**config.mk**
```make
export PLATFORM = sky130hd
export DESIGN_NAME = sprite_blitter
export DESIGN_NICKNAME = d
export VERILOG_FILES = /design/src/rtl/video_pkg.sv /design/src/rtl/sprite_addr_counter.sv /design/src/rtl/sprite_blitter.sv
export SDC_FILE = /design/constraint.sdc
export NUM_CORES = 1
export LEC_CHECK = 0
export CAP_MARGIN = 5
export CORE_ASPECT_RATIO = 2
export CORE_MARGIN = 2
export CORE_UTILIZATION = 40
export CTS_BUF_LIST = sky130_fd_sc_hd__clkbuf_8
export CTS_CLUSTER_SIZE = 28
export DETAILED_ROUTE_END_ITERATION = 16
export HOLD_SLACK_MARGIN = 0.03
export PLACE_DENSITY = 0.65
export SYNTH_ARGS = -nofsm -noshare
export SYNTH_HDL_FRONTEND = slang
export SYNTH_SLANG_ARGS = --single-unit
```
**constraint.sdc**
```tcl
create_clock -name clk -period 2.05 [get_ports clk]
set_clock_uncertainty 0.05 [all_clocks]
set_input_delay 0.3075 -clock clk [delete_from_list [all_inputs] [get_ports clk]]
set_output_delay 0.3075 -clock clk [all_outputs]
set_load 0.05 [all_outputs]
```
**src/rtl/video_pkg.sv**
```systemverilog
// Shared video constants, colour width and blitter FSM encoding used by the
// sprite read/plot path.
package video_pkg;

  localparam int VID_SCREEN_X_WIDTH = 8;
  localparam int VID_SCREEN_Y_WIDTH = 7;
  localparam int VID_SCREEN_W       = 160;
  localparam int VID_SCREEN_H       = 120;
  localparam int COLOR_W            = 3;

  localparam logic [COLOR_W-1:0] DEF_TRANSPARENT_COLOR = 3'b000;

  typedef enum logic [1:0] {
    ST_IDLE  = 2'd0,
    ST_SCAN  = 2'd1,
    ST_DRAIN = 2'd2,
    ST_DONE  = 2'd3
  } blit_state_e;

endpackage

```
**src/rtl/sprite_addr_counter.sv**
```systemverilog
// Row-major sprite address counter: x runs fastest, wraps to (0,0) after the
// last address. clr has priority over en.
module sprite_addr_counter #(
  parameter int SPRITE_W = 10,
  parameter int SPRITE_H = 6,
  parameter int WIDTH_X  = 4,
  parameter int WIDTH_Y  = 3
) (
  input  logic               clk,
  input  logic               resetn,
  input  logic               clr,
  input  logic               en,
  output logic [WIDTH_X-1:0] x,
  output logic [WIDTH_Y-1:0] y,
  output logic               last
);

  localparam logic [WIDTH_X-1:0] X_MAX = WIDTH_X'(SPRITE_W - 1);
  localparam logic [WIDTH_Y-1:0] Y_MAX = WIDTH_Y'(SPRITE_H - 1);

  logic [WIDTH_X-1:0] x_q, x_d;
  logic [WIDTH_Y-1:0] y_q, y_d;
  logic               x_last;
  logic               y_last;

  assign x_last = (x_q == X_MAX);
  assign y_last = (y_q == Y_MAX);

  always_comb begin
    x_d = x_q;
    y_d = y_q;
    if (clr) begin
      x_d = '0;
      y_d = '0;
    end else if (en) begin
      if (x_last) begin
        x_d = '0;
        y_d = y_last ? '0 : y_q + WIDTH_Y'(1);
      end else begin
        x_d = x_q + WIDTH_X'(1);
      end
    end
  end

  always_ff @(posedge clk or negedge resetn) begin
    if (!resetn) begin
      x_q <= '0;
      y_q <= '0;
    end else begin
      x_q <= x_d;
      y_q <= y_d;
    end
  end

  assign x    = x_q;
  assign y    = y_q;
  assign last = x_last && y_last;

endmodule

```
**src/rtl/sprite_blitter.sv**
```systemverilog
// Copies a sprite from sprite RAM to the VGA plot port at a latched screen
// origin, clipping off-screen and transparent pixels.
module sprite_blitter
  import video_pkg::*;
#(
  parameter int                 WIDTH_X           = 4,
  parameter int                 WIDTH_Y           = 3,
  parameter int                 SPRITE_W          = 10,
  parameter int                 SPRITE_H          = 6,
  parameter int                 SCREEN_X_WIDTH    = VID_SCREEN_X_WIDTH,
  parameter int                 SCREEN_Y_WIDTH    = VID_SCREEN_Y_WIDTH,
  parameter int                 SCREEN_W          = VID_SCREEN_W,
  parameter int                 SCREEN_H          = VID_SCREEN_H,
  parameter bit                 TRANSPARENT_EN    = 1'b1,
  parameter logic [COLOR_W-1:0] TRANSPARENT_COLOR = DEF_TRANSPARENT_COLOR
) (
  input  logic                      clk,
  input  logic                      resetn,
  input  logic                      start,
  input  logic [SCREEN_X_WIDTH-1:0] origin_x,
  input  logic [SCREEN_Y_WIDTH-1:0] origin_y,
  output logic                      busy,
  output logic                      done,
  output logic [WIDTH_X-1:0]        sprite_x,
  output logic [WIDTH_Y-1:0]        sprite_y,
  input  logic [COLOR_W-1:0]        sprite_color,
  output logic [SCREEN_X_WIDTH-1:0] vga_x,
  output logic [SCREEN_Y_WIDTH-1:0] vga_y,
  output logic [COLOR_W-1:0]        vga_colour,
  output logic                      vga_plot,
  output logic [1:0]                state_dbg
);

  // Handshake: start is a level sampled only in IDLE; done is a single-cycle
  // pulse in DONE, and busy covers SCAN and DRAIN. vga_plot is a write strobe
  // with no back-pressure: every asserted cycle is one pixel.

  localparam logic [SCREEN_X_WIDTH:0] X_LIM = (SCREEN_X_WIDTH + 1)'(SCREEN_W);
  localparam logic [SCREEN_Y_WIDTH:0] Y_LIM = (SCREEN_Y_WIDTH + 1)'(SCREEN_H);

  blit_state_e state_q, state_d;
  logic        drain_q, drain_d;

  logic [SCREEN_X_WIDTH-1:0] org_x_q, org_x_d;
  logic [SCREEN_Y_WIDTH-1:0] org_y_q, org_y_d;

  logic cnt_clr;
  logic cnt_en;
  logic cnt_last;

  logic [WIDTH_X-1:0] s1_x_q, s1_x_d;
  logic [WIDTH_Y-1:0] s1_y_q, s1_y_d;
  logic               s1_vld_q, s1_vld_d;

  logic [SCREEN_X_WIDTH:0] sum_x;
  logic [SCREEN_Y_WIDTH:0] sum_y;
  logic                    opaque;

  logic [SCREEN_X_WIDTH-1:0] vga_x_q, vga_x_d;
  logic [SCREEN_Y_WIDTH-1:0] vga_y_q, vga_y_d;
  logic [COLOR_W-1:0]        vga_c_q, vga_c_d;
  logic                      vga_plot_q, vga_plot_d;

  sprite_addr_counter #(
    .SPRITE_W (SPRITE_W),
    .SPRITE_H (SPRITE_H),
    .WIDTH_X  (WIDTH_X),
    .WIDTH_Y  (WIDTH_Y)
  ) u_addr (
    .clk    (clk),
    .resetn (resetn),
    .clr    (cnt_clr),
    .en     (cnt_en),
    .x      (sprite_x),
    .y      (sprite_y),
    .last   (cnt_last)
  );

  always_comb begin
    state_d = state_q;
    drain_d = drain_q;
    org_x_d = org_x_q;
    org_y_d = org_y_q;
    cnt_clr = 1'b0;
    cnt_en  = 1'b0;
    case (state_q)
      ST_IDLE: begin
        if (start) begin
          state_d = ST_SCAN;
          org_x_d = origin_x;
          org_y_d = origin_y;
          cnt_clr = 1'b1;
        end
      end
      ST_SCAN: begin
        cnt_en = 1'b1;
        if (cnt_last) begin
          state_d = ST_DRAIN;
          drain_d = 1'b0;
        end
      end
      ST_DRAIN: begin
        // Two cycles: enough for the last address to leave both stages.
        drain_d = 1'b1;
        if (drain_q) begin
          state_d = ST_DONE;
          drain_d = 1'b0;
        end
      end
      ST_DONE: begin
        state_d = ST_IDLE;
      end
      default: begin
        state_d = ST_IDLE;
      end
    endcase
  end

  // Stage 1 delays the address so it lines up with the RAM read data.
  always_comb begin
    s1_vld_d = (state_q == ST_SCAN);
    s1_x_d   = sprite_x;
    s1_y_d   = sprite_y;
  end

  // Stage 2: translate one bit wider than the screen so no sum wraps back
  // on-screen, then clip and key out transparent pixels.
  always_comb begin
    sum_x      = {1'b0, org_x_q} + (SCREEN_X_WIDTH + 1)'(s1_x_q);
    sum_y      = {1'b0, org_y_q} + (SCREEN_Y_WIDTH + 1)'(s1_y_q);
    opaque     = !(TRANSPARENT_EN && (sprite_color == TRANSPARENT_COLOR));
    vga_plot_d = s1_vld_q && (sum_x < X_LIM) && (sum_y < Y_LIM) && opaque;
    vga_x_d    = vga_x_q;
    vga_y_d    = vga_y_q;
    vga_c_d    = vga_c_q;
    if (s1_vld_q) begin
      vga_x_d = sum_x[SCREEN_X_WIDTH-1:0];
      vga_y_d = sum_y[SCREEN_Y_WIDTH-1:0];
      vga_c_d = sprite_color;
    end
  end

  always_ff @(posedge clk or negedge resetn) begin
    if (!resetn) begin
      state_q    <= ST_IDLE;
      drain_q    <= 1'b0;
      org_x_q    <= '0;
      org_y_q    <= '0;
      s1_x_q     <= '0;
      s1_y_q     <= '0;
      s1_vld_q   <= 1'b0;
      vga_x_q    <= '0;
      vga_y_q    <= '0;
      vga_c_q    <= '0;
      vga_plot_q <= 1'b0;
    end else begin
      state_q    <= state_d;
      drain_q    <= drain_d;
      org_x_q    <= org_x_d;
      org_y_q    <= org_y_d;
      s1_x_q     <= s1_x_d;
      s1_y_q     <= s1_y_d;
      s1_vld_q   <= s1_vld_d;
      vga_x_q    <= vga_x_d;
      vga_y_q    <= vga_y_d;
      vga_c_q    <= vga_c_d;
      vga_plot_q <= vga_plot_d;
    end
  end

  assign busy       = (state_q == ST_SCAN) || (state_q == ST_DRAIN);
  assign done       = (state_q == ST_DONE);
  assign vga_x      = vga_x_q;
  assign vga_y      = vga_y_q;
  assign vga_colour = vga_c_q;
  assign vga_plot   = vga_plot_q;
  assign state_dbg  = state_q;

endmodule

```
==> flow_summary.json <==
{
  "outcome": "completed",
  "root_buffer": "clkbuf_8",
  "firstDrtPassIters": 4,
  "nets": 313,
  "viasPerCell": 5.16,
  "yosysTopAreaCell": "dfrtp_1",
  "switching_share_pct": 20.5,
  "rows": 40,
  "numCtsBuffers": 5,
  "finalCritPeriodShare_pct": 96.7,
  "yosysUniqueCellTypes": 38,
  "grt_antenna_before_repair": 0,
  "finalCriticalPeriod_ps": 1980,
  "h-tree-depth": 2,
  "powerDensity_mw_per_mm2": 558,
  "grt_pass1_wl_mm": 7.95,
  "drc": 0,
  "syn_inst": 217,
  "syn_nets": 254,
  "ys.flop_type": "dfrtp_1",
  "leakage_uw": 0.00146,
  "drv_slew": 0,
  "synth_edf_count": 0,
  "numPortBuffers": 50,
  "cts_sinks": 52,
  "synth.top_cell.area_share_pct": 52.6,
  "multi_input_area_mm2": 0.00110,
  "async_reset_ff_share_pct": 100,
  "yosysSeqAreaShare_pct": 52.6,
  "ios": 51,
  "p_comb_share_pct": 5.0,
  "regArea_mm2": 0.00130,
  "diodes": 0,
  "critPathRequiredTime_ps": 1690,
  "gp_congestion": 0.746,
  "cts_tree": "built",
  "die_h_um": 115,
  "vias": 1753,
  "cpLargestDelayFamily": "buffers and inverters",
  "die_area_mm2": 0.00687,
  "synthTopCellsByArea": "dfrtp_1, mux2_2, ha_1",
  "overflow": 0,
  "synth_warnings": 0,
  "grt_usage_pct": 15.4,
  "timing_hold_violations_final": 0,
  "clk_pin_slew_ps": 90,
  "cap_violations": 0,
  "setup_tns_ps": 0,
  "first_global_vias": 1770,
  "pwr-share-clk_pct": 38.0,
  "peakVddDrop_uv": 444,
  "cp-end-kind": "primary output",
  "grt_setup_unrepaired": "false",
  "setup-violations-final": 0,
  "syn_area_per_cell_um2": 11.4,
  "routed_wl_mm": 4.79,
  "drt_iter0_drc": 37,
  "fp.coreArea_mm2": 0.00601,
  "cts_setup_buffers": 0,
  "grt_max_degree": 39,
  "critical_path_buf_inv_count": 1,
  "syn-cell-area_mm2": 0.00247,
  "ant_nets": 0,
  "die_w_um": 59.6,
  "hp-class": "input pin to async pin",
  "critPathKind": "register to primary output",
  "wl_per_cell_um": 14.1,
  "cts_max_path_buffers": 2,
  "fillCellCount": 565,
  "critical-path-max-stage-delay_ps": 850,
  "p_sw_uw": 371,
  "drive_gt1_share_pct": 17.0,
  "timing.slew.headroom_pct": 66.6,
  "cp_data_arrival_time_ps": 1630,
  "seqPwrFrac_pct": 57.0,
  "total_power_uw": 1810,
  "intPower_uw": 1440,
  "synth-seq-cells": 52,
  "cp_slowest_cell": "clkdlybuf4s50_1",
  "timing.fmax_ghz": 0.504,
  "hpwl_mm": 3.59,
  "worst_pin_slew_ps": 499,
  "start_util_pct": 41.2,
  "worst-path-max-fanout": 6,
  "clock_latency_ps": 300,
  "area_growth_pct": 31.0,
  "crit_chain": "clkdlybuf4s50_1",
  "worst_setup_path_start_kind": "register",
  "utilization_pct": 53.9
}
## sequential cells by signal, indices dropped and copies added, names as in the netlist
signal,count
org_x_q,8
vga_y,7
s1_y_q,3
vga_x,8
u_addr.y,3
u_addr.x,4
drain_q,1
vga_plot,1
s1_vld_q,1
state_dbg,2
s1_x_q,4
org_y_q,7
vga_colour,3
## stage by stage
step,instance area [um2],setup slack [ps],std cells,hold WS (ps)
2_1_floorplan,2470,4.40,217,-38.1
3_3_place_gp,3110,67.3,331,188
3_5_place_dp,3110,26.6,331,195
4_1_cts,3230,8.00,340,394
5_1_grt,3240,3.10,340,407
6_report,3240,67.3,340,391
## path summary, 6_finish.rpt
check | start | end | slack, ps | depth (start not counted)
worst min register to register | u_addr.y[1]$_DFFE_PN0P_ | s1_y_q[1]$_DFF_PN0_ | 420 | 0
worst min-delay path | resetn | vga_y[2]$_DFFE_PN0P_ | 390 | 2
min in group clk | u_addr.y[1]$_DFFE_PN0P_ | s1_y_q[1]$_DFF_PN0_ | 420 | 0
worst max register to register | org_y_q[0]$_DFFE_PN0P_ | vga_plot$_DFF_PN0_ | 70 | 7
max in group asynchronous | resetn | u_addr.x[1]$_DFFE_PN0P_ | 1030 | 3
worst max-delay path | u_addr.y[2]$_DFFE_PN0P_ | sprite_y[2] | 70 | 1
## final cells by class
type	count	share of cell area [%]
multi-input cells	144	34.0
repair buffers	58	18.2
well taps	63	2.43
inverters	15	1.74
clock inverters	3	1.31
flip-flops and latches	52	40.2
clock buffers	5	2.12
## Yosys cell counts, drive strengths merged, types with 2 or more instances
master  count
a21o        2
buf         3
clkbuf      3
inv        15
nor2b       2
nor2       15
nand3       4
xnor2       5
nand2      14
dfrtp      52
nor3        7
ha         14
a41oi       2
fa          2
o21ai      14
xor2        6
nand2b      4
a21oi      15
mux2       22
## cell usage in the layout (no fill, tap or decap), drive strengths merged, types with 2 or more instances in the layout
master and n:
a21o 2, nor2b 2, nand2b 4, clkbuf 5, a41oi 2, xor2 6
mux2 22, buf 11, nor2 15, dfrtp 52, nand3 4, clkdlybuf4s50 46
o21ai 14, nand2 14, ha 14, a21oi 15, inv 15, fa 2
xnor2 5, nor3 7
## metal layers
metal / wire [um] / track usage [%] / vias to the layer above
li1: - / - / 867
met1: 1840 / 16.2 / 847
met2: 2720 / 28.7 / 33
met3: 120 / 2.81 / 6
met4: 104 / 6.67 / 0
met5: 0 / 0 / -
## power groups by stage
stage	combinational (uW)	clock [uW]	sequential [uW]
global route	99.7	754	1030
global placement	91.9	0	1050
floorplan	5.38	0	1060
finish	91.2	687	1030
CTS	94.0	713	1030
detailed placement	92.0	0	1050
## cells by family (layout without fill, tap and decap cells)
group / count (synthesis) / count (layout) / share of synthesized area [%]
compound gates: 44 / 44 / 11.1
xor+xnor: 11 / 11 / 3.89
fa+ha+maj: 16 / 16 / 8.70
buf+inv: 21 / 81 / 3.34
flops: 52 / 52 / 52.6
mux: 22 / 22 / 10.2
simple gates: 51 / 51 / 10.2
## what timing repair did
item / in CTS / in global routing
endpoints found under the setup margin: 0 / 1
resized for setup: 0 / 3
endpoints found under the hold margin: 14 / 0
hold buffers: 1 / 0
Note: power is estimated with default switching activity, not from simulation.
